`config.mk`:
```
export PLATFORM = sky130hd
export DESIGN_NAME = mc_controller
export DESIGN_NICKNAME = d
export VERILOG_FILES = /design/src/rtl/mc_controller_pkg.sv /design/src/rtl/mc_controller_alu_decoder.sv /design/src/rtl/mc_controller.sv
export SDC_FILE = /design/constraint.sdc
export NUM_CORES = 1
export LEC_CHECK = 0
export CORE_MARGIN = 2
export CORE_UTILIZATION = 39
export CTS_BUF_LIST = sky130_fd_sc_hd__clkbuf_8
export DETAILED_ROUTE_END_ITERATION = 10
export PLACE_DENSITY = 0.81
export SLEW_MARGIN = 20
export SYNTH_ARGS = -nofsm -noshare
export SYNTH_HDL_FRONTEND = slang
export SYNTH_SLANG_ARGS = --single-unit
```
`constraint.sdc`:
```
create_clock -name clk -period 1.6 [get_ports clk]
set_input_delay 0.16 -clock clk [delete_from_list [all_inputs] [get_ports clk]]
set_output_delay 0.16 -clock clk [all_outputs]
set_load 0.01 [all_outputs]
```
`src/rtl/mc_controller_pkg.sv`:
```
// Shared types and constants for the multicycle MIPS control FSM.
// State encodings, opcode/funct values and ALU control codes.
package mc_controller_pkg;

  typedef enum logic [3:0] {
    FETCH   = 4'd0,
    DECODE  = 4'd1,
    MEMADR  = 4'd2,
    MEMRD   = 4'd3,
    MEMWB   = 4'd4,
    MEMWR   = 4'd5,
    EXECUTE = 4'd6,
    ALUWB   = 4'd7,
    BRANCH  = 4'd8,
    ADDIEX  = 4'd9,
    ADDIWB  = 4'd10,
    JUMP    = 4'd11
  } state_t;

  localparam logic [5:0] OP_RTYPE = 6'b000000;
  localparam logic [5:0] OP_LW    = 6'b100011;
  localparam logic [5:0] OP_SW    = 6'b101011;
  localparam logic [5:0] OP_BEQ   = 6'b000100;
  localparam logic [5:0] OP_BNE   = 6'b000101;
  localparam logic [5:0] OP_ADDI  = 6'b001000;
  localparam logic [5:0] OP_J     = 6'b000010;

  localparam logic [5:0] FN_ADD = 6'b100000;
  localparam logic [5:0] FN_SUB = 6'b100010;
  localparam logic [5:0] FN_AND = 6'b100100;
  localparam logic [5:0] FN_OR  = 6'b100101;
  localparam logic [5:0] FN_SLT = 6'b101010;

  localparam logic [2:0] ALU_ADD = 3'b010;
  localparam logic [2:0] ALU_SUB = 3'b110;
  localparam logic [2:0] ALU_AND = 3'b000;
  localparam logic [2:0] ALU_OR  = 3'b001;
  localparam logic [2:0] ALU_SLT = 3'b111;

endpackage

```
`src/rtl/mc_controller_alu_decoder.sv`:
```
// Combinational R-type funct to ALU control decode.
// valid is low for any funct the datapath does not implement.
module alu_decoder
  import mc_controller_pkg::*;
(
  input  logic [5:0] funct,
  output logic [2:0] alucont,
  output logic       valid
);

  always_comb begin
    alucont = ALU_ADD;
    valid   = 1'b1;
    case (funct)
      FN_ADD:  alucont = ALU_ADD;
      FN_SUB:  alucont = ALU_SUB;
      FN_AND:  alucont = ALU_AND;
      FN_OR:   alucont = ALU_OR;
      FN_SLT:  alucont = ALU_SLT;
      default: valid   = 1'b0;
    endcase
  end

endmodule

```
`src/rtl/mc_controller.sv`:
```
// Moore control FSM for the multicycle MIPS datapath, stalling on memready.
// Optional MC_BNE_EN adds bne through the BRANCH state with inverted zero polarity.
module mc_controller
  import mc_controller_pkg::*;
(
  input  logic       clk,
  input  logic       reset,
  input  logic [5:0] op,
  input  logic [5:0] funct,
  input  logic       zero,
  input  logic       memready,
  output logic       pcen,
  output logic       regwrite,
  output logic       alusrca,
  output logic       memtoreg,
  output logic       regdst,
  output logic [1:0] alusrcb,
  output logic [1:0] pcsrc,
  output logic [2:0] alucont,
  output logic       iord,
  output logic       memwrite,
  output logic       irwrite,
  output logic       instret,
  output logic       illegal,
  output logic [3:0] state
);

  state_t     state_q, state_d;
  logic [2:0] fn_alucont;
  logic       fn_valid;
  logic       br_take;
  logic       pcen_c, regwrite_c, memwrite_c, irwrite_c, instret_c, illegal_c;

  alu_decoder u_alu_decoder (
    .funct   (funct),
    .alucont (fn_alucont),
    .valid   (fn_valid)
  );

`ifdef MC_BNE_EN
  // Branch polarity is captured while op is known to be the decoded instruction.
  logic bne_q;
  always_ff @(posedge clk) begin
    if (reset)
      bne_q <= 1'b0;
    else if (state_q == DECODE)
      bne_q <= (op == OP_BNE);
  end
  assign br_take = bne_q ? ~zero : zero;
`else
  assign br_take = zero;
`endif

  always_ff @(posedge clk) begin
    if (reset)
      state_q <= FETCH;
    else
      state_q <= state_d;
  end

  always_comb begin
    state_d    = FETCH;
    pcen_c     = 1'b0;
    regwrite_c = 1'b0;
    alusrca    = 1'b0;
    memtoreg   = 1'b0;
    regdst     = 1'b0;
    alusrcb    = 2'b00;
    pcsrc      = 2'b00;
    alucont    = 3'b000;
    iord       = 1'b0;
    memwrite_c = 1'b0;
    irwrite_c  = 1'b0;
    instret_c  = 1'b0;
    illegal_c  = 1'b0;
    case (state_q)
      FETCH: begin
        alusrcb   = 2'b01;
        alucont   = ALU_ADD;
        irwrite_c = memready;
        pcen_c    = memready;
        state_d   = memready ? DECODE : FETCH;
      end
      DECODE: begin
        alusrcb = 2'b11;
        alucont = ALU_ADD;
        case (op)
          OP_LW, OP_SW: state_d = MEMADR;
          OP_RTYPE: begin
            if (fn_valid) state_d = EXECUTE;
            else          illegal_c = 1'b1;
          end
          OP_BEQ:  state_d = BRANCH;
`ifdef MC_BNE_EN
          OP_BNE:  state_d = BRANCH;
`endif
          OP_ADDI: state_d = ADDIEX;
          OP_J:    state_d = JUMP;
          default: illegal_c = 1'b1;
        endcase
      end
      MEMADR: begin
        alusrca = 1'b1;
        alusrcb = 2'b10;
        alucont = ALU_ADD;
        state_d = (op == OP_SW) ? MEMWR : MEMRD;
      end
      MEMRD: begin
        iord    = 1'b1;
        state_d = memready ? MEMWB : MEMRD;
      end
      MEMWB: begin
        memtoreg   = 1'b1;
        regwrite_c = 1'b1;
        instret_c  = 1'b1;
      end
      MEMWR: begin
        iord       = 1'b1;
        memwrite_c = 1'b1;
        instret_c  = memready;
        state_d    = memready ? FETCH : MEMWR;
      end
      EXECUTE: begin
        alusrca = 1'b1;
        alucont = fn_alucont;
        state_d = ALUWB;
      end
      ALUWB: begin
        regdst     = 1'b1;
        regwrite_c = 1'b1;
        instret_c  = 1'b1;
      end
      BRANCH: begin
        alusrca   = 1'b1;
        alucont   = ALU_SUB;
        pcsrc     = 2'b01;
        pcen_c    = br_take;
        instret_c = 1'b1;
      end
      ADDIEX: begin
        alusrca = 1'b1;
        alusrcb = 2'b10;
        alucont = ALU_ADD;
        state_d = ADDIWB;
      end
      ADDIWB: begin
        regwrite_c = 1'b1;
        instret_c  = 1'b1;
      end
      JUMP: begin
        pcsrc     = 2'b10;
        pcen_c    = 1'b1;
        instret_c = 1'b1;
      end
      default: state_d = FETCH;
    endcase
  end

  // Architectural side effects are suppressed for the whole reset window.
  assign pcen     = pcen_c     & ~reset;
  assign regwrite = regwrite_c & ~reset;
  assign memwrite = memwrite_c & ~reset;
  assign irwrite  = irwrite_c  & ~reset;
  assign instret  = instret_c  & ~reset;
  assign illegal  = illegal_c  & ~reset;
  assign state    = state_q;

endmodule

```
* Word level (Yosys, flattened, before mapping) *
Index checks and enable logic that the tools add are counted.

word-level totals
  register bits after elaboration = 4
  logic and storage cells = 64

operators by class
  equality and inequality tests = 21
  muxes and demuxes = 24
  bitwise gates (word level) = 7
  reductions and logical operators = 11

operators by type and width
  operator                                                                count
  6-bit equality test (second input constant)                             7
  4-bit one-hot mux with 7 select lines                                   1
  4-bit one-hot mux with 5 select lines                                   1
  4-bit by 3-bit equality test with 1-bit output (second input constant)  4
  4-bit equality test (second input constant)                             4
  5-bit OR reduction                                                      3
  3-bit two-way mux                                                       4
  3-bit one-hot mux with 4 select lines                                   1
  1-bit two-way mux                                                       11
  3-bit one-hot mux with 3 select lines                                   1
  4-bit by 2-bit equality test with 1-bit output (second input constant)  2
  4-bit OR reduction                                                      2
  1-bit AND                                                               6
  6-bit by 2-bit equality test with 1-bit output (second input constant)  1
  6-bit by 3-bit equality test with 1-bit output (second input constant)  1
  6-bit by 4-bit equality test with 1-bit output (second input constant)  1
  6-bit zero test                                                         1
  2-bit one-hot mux with 3 select lines                                   1
  2-bit OR reduction                                                      3
  4-bit by 1-bit equality test with 1-bit output (second input constant)  1
  4-bit zero test                                                         1
  1-bit one-hot mux with 2 select lines                                   2
  2-bit one-hot mux with 2 select lines                                   1
  1-bit one-hot mux with 3 select lines                                   1
  other kinds (2)                                                         2

* Logic depth before layout (Yosys ltp) *
Gate-level depths: netlist of the first run.

  word-level depth = 7
  mapped depth = 5
  gate-level depth less buffers = 4

* Cells and area by module *
From an unflattened synthesis of the first run, not the netlist that was laid out.

unflattened totals
  cells, all modules = 102
  area total of the unflattened synthesis = 686.9 sq um

by module, submodules not included
  module         instances  cells each  area an instance (sq um)
  mc_controller  1          93          600.6
  alu_decoder    1          9           86.3

* Least setup slack after synthesis of the first run *
No wires, ideal clock.

  kind = flip-flop to output port
  from = register state_q[3] (netlist: state[3])
  to = output regwrite
  data arrival time = 1337 ps
  data required time = 1440 ps
  slack = 103 ps
  cell stages (with the launch flop) = 6
  cell sequence = dfxtp_1 > clkbuf_1 > nand2b_1 > nor3_1 > a21oi_1 > nor2_1

on the way
  cells in the longest elaborated chain, start to end = 4

RTL lines
  what                                                                                   RTL line              RTL
  start: declaration                                                                     mc_controller.sv:28   state_t state_q, state_d;
  start signal: assignment                                                               mc_controller.sv:58   state_q <= state_d;
  4-bit equality test or 4-bit by 3-bit equality test with 1-bit output (tied branches)  mc_controller.sv:76   case (state_q)
  3-bit OR reduction (no source line) *                                                  n/a
  1-bit two-way mux *                                                                    mc_controller.sv:76
  1-bit AND *                                                                            mc_controller.sv:161  assign regwrite = regwrite_c & ~reset;
  end: declaration                                                                       mc_controller.sv:13   output logic regwrite,

Every way passes the cells marked *; elsewhere a longest branch is shown, timed or not.

* Final worst setup path of the first run *
  from = input funct[3]
  to = output alucont[1]

on the way
  cells in the longest elaborated chain, start to end = 3

RTL lines
  what                                     RTL line                         RTL
  start: declaration                       mc_controller.sv:9               input logic [5:0] funct,
  6-bit equality test                      mc_controller_alu_decoder.sv:14  case (funct)
  3-bit one-hot mux with 4 select lines *  mc_controller_alu_decoder.sv:14
  3-bit one-hot mux with 3 select lines *  mc_controller.sv:76
  end: declaration                         mc_controller.sv:19              output logic [2:0] alucont,

Marks and branches as above.

==> run metrics, run 1 <==
CTS sink count=4; hold-critical path depth=3; Final Hold Viols=0; DP Cell Count=between 150 and 200; number of synthesized register bits=4; port bufs=36; Power Density=around 380 nW/µm²; final worst path period need=~1600 ps; P_leak=0.000694 µW; Worst EP required=1440 ps; cts hold-fix bufs=0; Fmax achieved=about 630 MHz; area taken by multi-input logic gates=a little under 700 µm²; mux contribution to synthesized area=~7.5%; Sw Ratio=32.6%; gp weighted congestion=slightly above 0.8; largest net degree at the start of global routing=12; Syn Nets=114; DR pass1 iterations=4; Internal=369 µW; row cnt=14; CORE AREA=about 1500 µm²; register area share after synthesis=12.1%; NetSw=around 180 µW; Final Cycle Share=roughly 100%; CTS tree=done; RSZ-0062 raised after global routing=yes; DR WL/cell=20.3 µm; Die Ht=between 40 and 50 µm; Initial Util=roughly 43%; most frequent cell after synthesis=nor3_1; Clock power frac=41.2%; Comb pwr share=between 30% and 40%; worst setup path class=input port to primary output; Die Area=between 2000 and 2500 µm²; Setup crit start=funct[3]; global route total overflow=0; sequential power share=19.1%; fraction of registers with async set or reset after synthesis=0%; FF/Latch Area=between 80 and 90 µm²; IO Count=37; final WL=approximately 3700 µm; area share of the largest cell type after synthesis=12.1%; synthesis-to-finish area growth=118%; Largest register FFs=4; clock slew seen by the registers of the worst setup and hold paths=30 ps; first-pass GRT wire length=about 5300 µm; Max transition margin=78.7%; Synth warnings=0; layout cells sized above 1=about half; Netlist cell types=around 40; TritonCTS Buffers=3; Commonest cells post-synth=13 x nor3_1, 10 x nor2_1, 6 x nand2_1, 6 x nand2b_1; Bufs on Longest Clock Path=2; Syn Inst Count=98; Starting DRT DRC Count=46; post-layout util=93.7%; GRT Resource Usage Total=36.9%; NumNets Final=between 150 and 200; Worst-Skew Late Latency=roughly 230 ps; worst hold start=reset; Post-Syn Area per Cell=6.77 µm²; Synth Area in Simple Gates=40.8%; Worst R2R Start=state[2]; EDFF count, synth=0; count of final setup violators=0; max_cap viols=0; Final Skew=about 6.6 ps; pre-CTS WS=-589 ps; Crit Path Max Fanout=3; cell taking the most area after synthesis=dfxtp_1; worst path arrival time=1440 ps; number of standard cells in the layout, taps in and fillers out=around 180; initial antenna violation count=0; Clock Tree Root=clkbuf_8; fillcell total=52; Antenna diodes=0; max-slew violations=0; Synth area leaders=dfxtp_1 12%, nor3_1 9.8%, mux2i_1 7.5%, nand2b_1 5.7%, nor2_1 5.7%; Hold Path Class=input port to register; total number of vias=1210; vias in the first global route=between 1000 and 1500; VDD IR-drop max=between 0.4 and 0.5 mV; final antenna-violating net count=0; ys flop type=dfxtp_1; htree depth=1; post-DR vias/cell=roughly 6.6; Synth Area in XOR/XNOR=between 3 and 4%; Post-Syn Area=around 660 µm²; largest family of logic cells by synthesized area=simple AND/OR/NAND/NOR gates; r2r worst-path depth=5; Post-Synth Adder-Cell Area=0%; CP endpoint kind=primary output; area of placed instances=~1300 µm²; Post-route DRC=0; Die X=around 45 µm; worst setup margin=~0.86 ps; design area=1440 µm²; startpoint types=input port; outcome=completed; Synth Area in Compound Gates=a little over a quarter; Slew @ Worst Pin=311 ps; Post-DP HPWL=2160 µm
routing by layer:
layer  GRT usage (%)  vias up  share of wire [%]  routed length, µm
met1            39.4      581                 36               1350
met4            18.2        0                4.6                170
met5               0        -                  0                  0
met2            66.0      100                 49               1820
li1                -      506                  -                  -
met3            9.60       23                 10                380
kinds of logic after synthesis:
| group | count (synthesis) |
|---|---|
| AND/OR/NAND/NOR | 48 |
| AO/OA/AOI/OAI | 25 |
| buffers and inverters | 13 |
| multiplexers | 5 |
| flip-flops | 4 |
| XOR/XNOR | 3 |
cells in the final DEF, fill, tap and decap left out, types with 5 or more instances in the layout:
cell type        instances
nor2_1                   8
dlymetal6s2s_1           7
clkdlybuf4s50_1          6
nand2_1                  5
dlygate4sd2_1           11
buf_4                   38
nor3_1                   8
a21oi_1                  5
mux2i_1                  5
clkbuf_2                 8
timing repair:
| item | CTS | global route |
|---|---|---|
| resized for setup | 52 | 48 |
| setup buffers | 1 | 4 |
| endpoints found under the setup margin | 20 | 16 |
| pin swaps | 6 | 9 |
worst max-delay path, stage by stage:
cell	delay, ps
clkdlybuf4s50_1	460
nor2_2	150
nand2_1	90
o21ai_1	170
a21oi_1	110
dlygate4sd2_1	290
power groups by stage:
stage,clock (µW),sequential (µW),combinational [µW]
3_5_place_dp,0,106,191
2_1_floorplan,0,107,73.1
6_report,226,105,217
5_1_grt,243,105,229
4_1_cts,230,104,189
3_3_place_gp,0,106,184
per-stage QoR:
step	hold WS, ps	total power, µW	TNS [ps]
floorplan	248	180	0
global placement	641	290	-2940
detailed placement	670	297	-3770
CTS	442	523	-91.3
global route	479	576	-85.9
finish	483	548	0
worst paths after layout:
check          endpoint  slack [ps]
max          alucont[1]         0.9
min            state[3]         480
max reg2reg    state[0]          20
min reg2reg    state[1]         690
layout make-up:
type,instances,share of cell area (%)
inverter,3,0.780
clock buffer,3,2.86
tap,16,1.39
timing repair buffer,76,42.4
sequential,4,5.98
multi-input combinational,81,46.6
No activity file was read; power rests on OpenSTA's default activity.
==> run 2, diff against run 1 <==
Settings changed: CORE_UTILIZATION 39 to 23, PLACE_DENSITY 0.81 to default.
Clock period 1.6 ns to 2.03 ns, I/O delays scaled along.
==> run metrics, run 2 (synthesis results as in run 1) <==
Final Cycle Share=about 96%; CTS tree=done; Hold Path Class=register to register; Slew @ Worst Pin=a little over 300 ps; NumNets Final=168; Power Density=326 nW/µm²; Final Hold Viols=0; Worst EP required=between 1500 and 2000 ps; P_leak=just over 0.0005 µW; total number of vias=about 900; final WL=approximately 2200 µm; cts hold-fix bufs=0; vias in the first global route=slightly above 800; max_cap viols=0; most frequent cells in the layout=29 x clkdlybuf4s50_1, 23 x buf_4, 11 x nor3_1; IO Count=37; first-pass GRT wire length=around 3500 µm; synthesis-to-finish area growth=87.7%; worst setup path class=input port to primary output; Max transition margin=between 70% and 80%; post-DR vias/cell=between 4 and 5; Clock Tree Root=clkbuf_8; outcome=completed; CORE AREA=around 2800 µm²; Post-DP HPWL=1770 µm; Post-route DRC=0; RSZ-0062 raised after global routing=no; commonest non-fill, non-tap cell in the layout=clkdlybuf4s50_1; final antenna-violating net count=0; htree depth=1; Final Skew=~4.3 ps; Fmax achieved=between 500 and 600 MHz; count of final setup violators=0; port bufs=36; worst path arrival time=about 1700 ps; Crit Path Max Fanout=2; setup TNS=0 ps; clock slew seen by the registers of the worst setup and hold paths=approximately 30 ps; CTS sink count=4; layout cells sized above 1=23.3%; Starting DRT DRC Count=18; global route total overflow=0; Die Ht=around 58 µm; gp weighted congestion=0.815; startpoint types=input port; Antenna diodes=0; final worst path period need=just under 2000 ps; initial antenna violation count=0; Fin Hold WS=560 ps; Largest register FFs=4; Worst-Skew Late Latency=~230 ps; largest net degree at the start of global routing=12; Bufs on Longest Clock Path=2; DR pass1 iterations=4; row cnt=19; post-layout util=between 40 and 50%; Die X=57.7 µm; Power Total=just over 400 µW; DR WL/cell=around 12 µm; max-slew violations=0; Initial Util=between 20% and 30%; TritonCTS Buffers=3; VDD IR-drop max=between 0.2 and 0.25 mV; CP endpoint kind=primary output; Die Area=between 3000 and 4000 µm²; GRT Resource Usage Total=around an eighth
## run 2: metrics by stage
stage	cells	instance area, µm²	setup slack (ps)
after floorplan	98	663	490
after global placement	177	1170	-145
after detailed placement	177	1170	-211
after CTS	181	1230	6.38
after global routing	181	1240	17.9
final	181	1240	87.3
## run 2: critical path, stage by stage
cell and delay, ps:
clkdlybuf4s50_1 460, nor4_4 310, and2b_1 210, o311a_1 280, dlygate4sd2_1 280
## run 2: final timing paths
kind | start | end | slack [ps] | cells past startpoint
setup / recovery | op[0] | illegal | 90 | 5
hold / removal | state[3] | state[3] | 560 | 2
setup reg to reg | state[2] | state[0] | 420 | 5
hold reg to reg | state[3] | state[3] | 560 | 2
## run 2: metal layers
layer  up-vias  routed length (µm)  track usage [%]
met3         3                  99             2.46
met1       403                1030             17.0
met2        21                1070             21.6
li1        471                   -                -
met5         -                   0                0
met4         0                  23             5.98
## run 2: what timing repair did
action / CTS / global route
endpoints found under the hold margin: 0 / 0
setup endpoints to repair: 5 / 4
resized for setup: 7 / 6
pin swaps: 1 / 0
setup buffers: 1 / 0
## run 2: cell type report
class | instances | area [µm²]
clock buffers | 3 | 41.3
inverters | 3 | 11.3
well taps | 31 | 38.8
repair buffers | 59 | 536
fillers | 290 | 1510
multi-input cells | 81 | 534
flip-flops and latches | 4 | 83.8
## run 2: power by group
group          total, µW  switching (µW)  internal, µW  leakage (µW)
logic                141            61.5          79.7      0.000463
registers           84.2            2.99          81.2     0.0000338
clock network        180            53.0           127     0.0000216
==> variant: new RTL, config.mk and constraints of run 2 <==
The option `MC_BNE_EN` is turned on by a define.
--- a/src/rtl/mc_controller.sv
+++ b/src/rtl/mc_controller.sv
@@ -1,4 +1,6 @@
 // Moore control FSM for the multicycle MIPS datapath, stalling on memready.
 // Optional MC_BNE_EN adds bne through the BRANCH state with inverted zero polarity.
+`define MC_BNE_EN
+
 module mc_controller
   import mc_controller_pkg::*;
Check against the original RTL: not equivalent (a bounded check fails within 4 cycles, from zero or initial values and one cycle with reset high).
==> variant against run 2 <==
The flow now finishes with violations (design-rule violations). Highest routed layer unchanged. Worst setup slack lost 0.046 ns. Fmax shrank 2.3%. Synthesized area grew 3.6%. Routed wire length grew 18%. Power grew 6.1%. Sequential cell count grew 1. Via count grew 8.6%. Clock skew shrank 0.0012 ns. Cell area grew 4.4%.
==> variant: results <==
export IMPL_status="complete, but fails checks"
export IMPL_violations="design-rule violations"
export IMPL_firstDrtPassIters=7
export IMPL_synth_area_leaders="dfxtp_1 15%, nor2_1 8.7%, nand2b_1 7.3%, nor3_1 6.6%, a21oi_1 5.8%"
export IMPL_async_flop_share_pct=0
export IMPL_layout_drive_gt1_share_pct=24.68
export IMPL_critPathLaunch="funct[0]"
export IMPL_place_ws_ns=-0.2463
export IMPL_nFillCells=304
export IMPL_grt_antenna_before_repair=0
export IMPL_synth_seq_area_share_pct=14.57
export IMPL_grtUsageTotal_pct=15.68
export IMPL_leakage_nw=0.4905
export IMPL_critPathMaxStageDelay_ns=0.42
export IMPL_r2r_start="state[1]"
export IMPL_grt_pass1_vias=997
export IMPL_dp_hpwl_mm=1.922
export IMPL_worst_slew_pin_slew_ns=0.3210
export IMPL_holdPathStages=3
export IMPL_insertion_delay_ns=0.23
export IMPL_avgViaCountPerCell=5.159
export IMPL_synthMuxAreaShare_pct=3.097
export IMPL_crit_path_top_delay_cell="clkdlybuf4s50_1"
export IMPL_hold_path_endpoint="bne_q"
export IMPL_placed_cell_area_um2=1206
export IMPL_htreeDepth=1
export IMPL_synth_main_ff_cell="dfxtp_1"
export IMPL_critPathTopFamily="buffers and inverters"
export IMPL_drt_iter0_markers=23
export IMPL_min_from="bne_q"
export IMPL_grt_pass1_wl_mm=4.236
export IMPL_synth_commonest_cells="16 x nor2_1, 9 x nor3_1, 8 x a21oi_1, 8 x nand2b_1"
export IMPL_gp_congestion=0.8894
export IMPL_fin_skew_ns=0.003138
export IMPL_insertedDiodeCount=0
export IMPL_r2r_cells=4
export IMPL_root_buffer="clkbuf_8"
export IMPL_ir_drop_v=0.0001711
export IMPL_synth_xor_area_share_pct=3.825
export IMPL_hold_class="reg -> reg"
export IMPL_routed_wl_mm=2.609
export IMPL_r2r_end="state[1]"
export IMPL_critPathMaxFanout=2
export IMPL_ctsLongestPathBuffers=2
export IMPL_clkSlewWorstSetupHoldPaths_ns=0.03
export IMPL_synth_fp_nets=121
export IMPL_grt_start_max_net_pins=18
export IMPL_slew_viol_final=0
export IMPL_nets=175
export IMPL_synthAdderAreaFrac_pct=0
export IMPL_synth_distinct_cells=36
export IMPL_route_detailed_drc=1
export IMPL_arrival_ns=1.79
export IMPL_r2r_setup_slack_ns=0.18
export IMPL_synth_compound_area_share_pct=28.96
variant: final cells by class:
cell class	instances	area (µm²)	area share [%]
multi-input cells	89	586.8	45.14
repair buffers	57	516.7	39.75
flip-flops and latches	5	101.3	7.796
clock buffers	3	41.29	3.176
well taps	31	38.79	2.984
inverters	3	11.26	0.8662
clock inverters	1	3.754	0.2887
variant: worst max-delay path by stage:
stage | slack [ns] | to | cells past startpoint
after detailed placement | -0.25 | alucont[0] | 6
after global placement | -0.19 | illegal | 6
after CTS | 0.03 | illegal | 6
after floorplan | 0.15 | state[1] | 5
after global routing | -0.02 | illegal | 6
final | 0.04 | illegal | 6
variant: worst register-to-register path, cell delays in order (launching register included):
cell and delay (ns):
dfxtp_2 0.34, or4b_4 0.58, or3_1 0.32, a221o_1 0.28, a311oi_1 0.23
variant: repair_timing:
item | in CTS | in global routing
buffers inserted | 0 | 0
pin swaps | 0 | 3
endpoints found under the setup margin | 7 | 4
resized for setup | 10 | 9
hold buffers | 0 | 0
variant: power by group:
group	internal, W	total, W	switching, W
registers	0.000101	0.000102	0.00000169
clock network	0.000130	0.000186	0.0000559
logic	0.0000800	0.000142	0.0000625
variant: cells by family after synthesis:
logic type,after synthesis
buf+inv,11
flops,5
compound gates,29
mux,2
xor+xnor,3
simple gates,55
variant: metrics by stage:
stage	hold WS, ns	cells
after floorplan	0.4012	105
after global placement	0.5852	185
after detailed placement	0.5931	185
after CTS	0.5980	189
after global routing	0.6275	189
final	0.5943	189
variant: per-layer routing:
layer / GRT usage, % / wire length [µm] / up-vias / share of wire [%]
li1: - / - / 496 / -
met1: 20.77 / 1222 / 453 / 47
met2: 25.36 / 1268 / 22 / 49
met3: 1.319 / 68 / 4 / 2.6
met4: 8.117 / 48 / 0 / 1.8
met5: 0 / 0 / - / 0
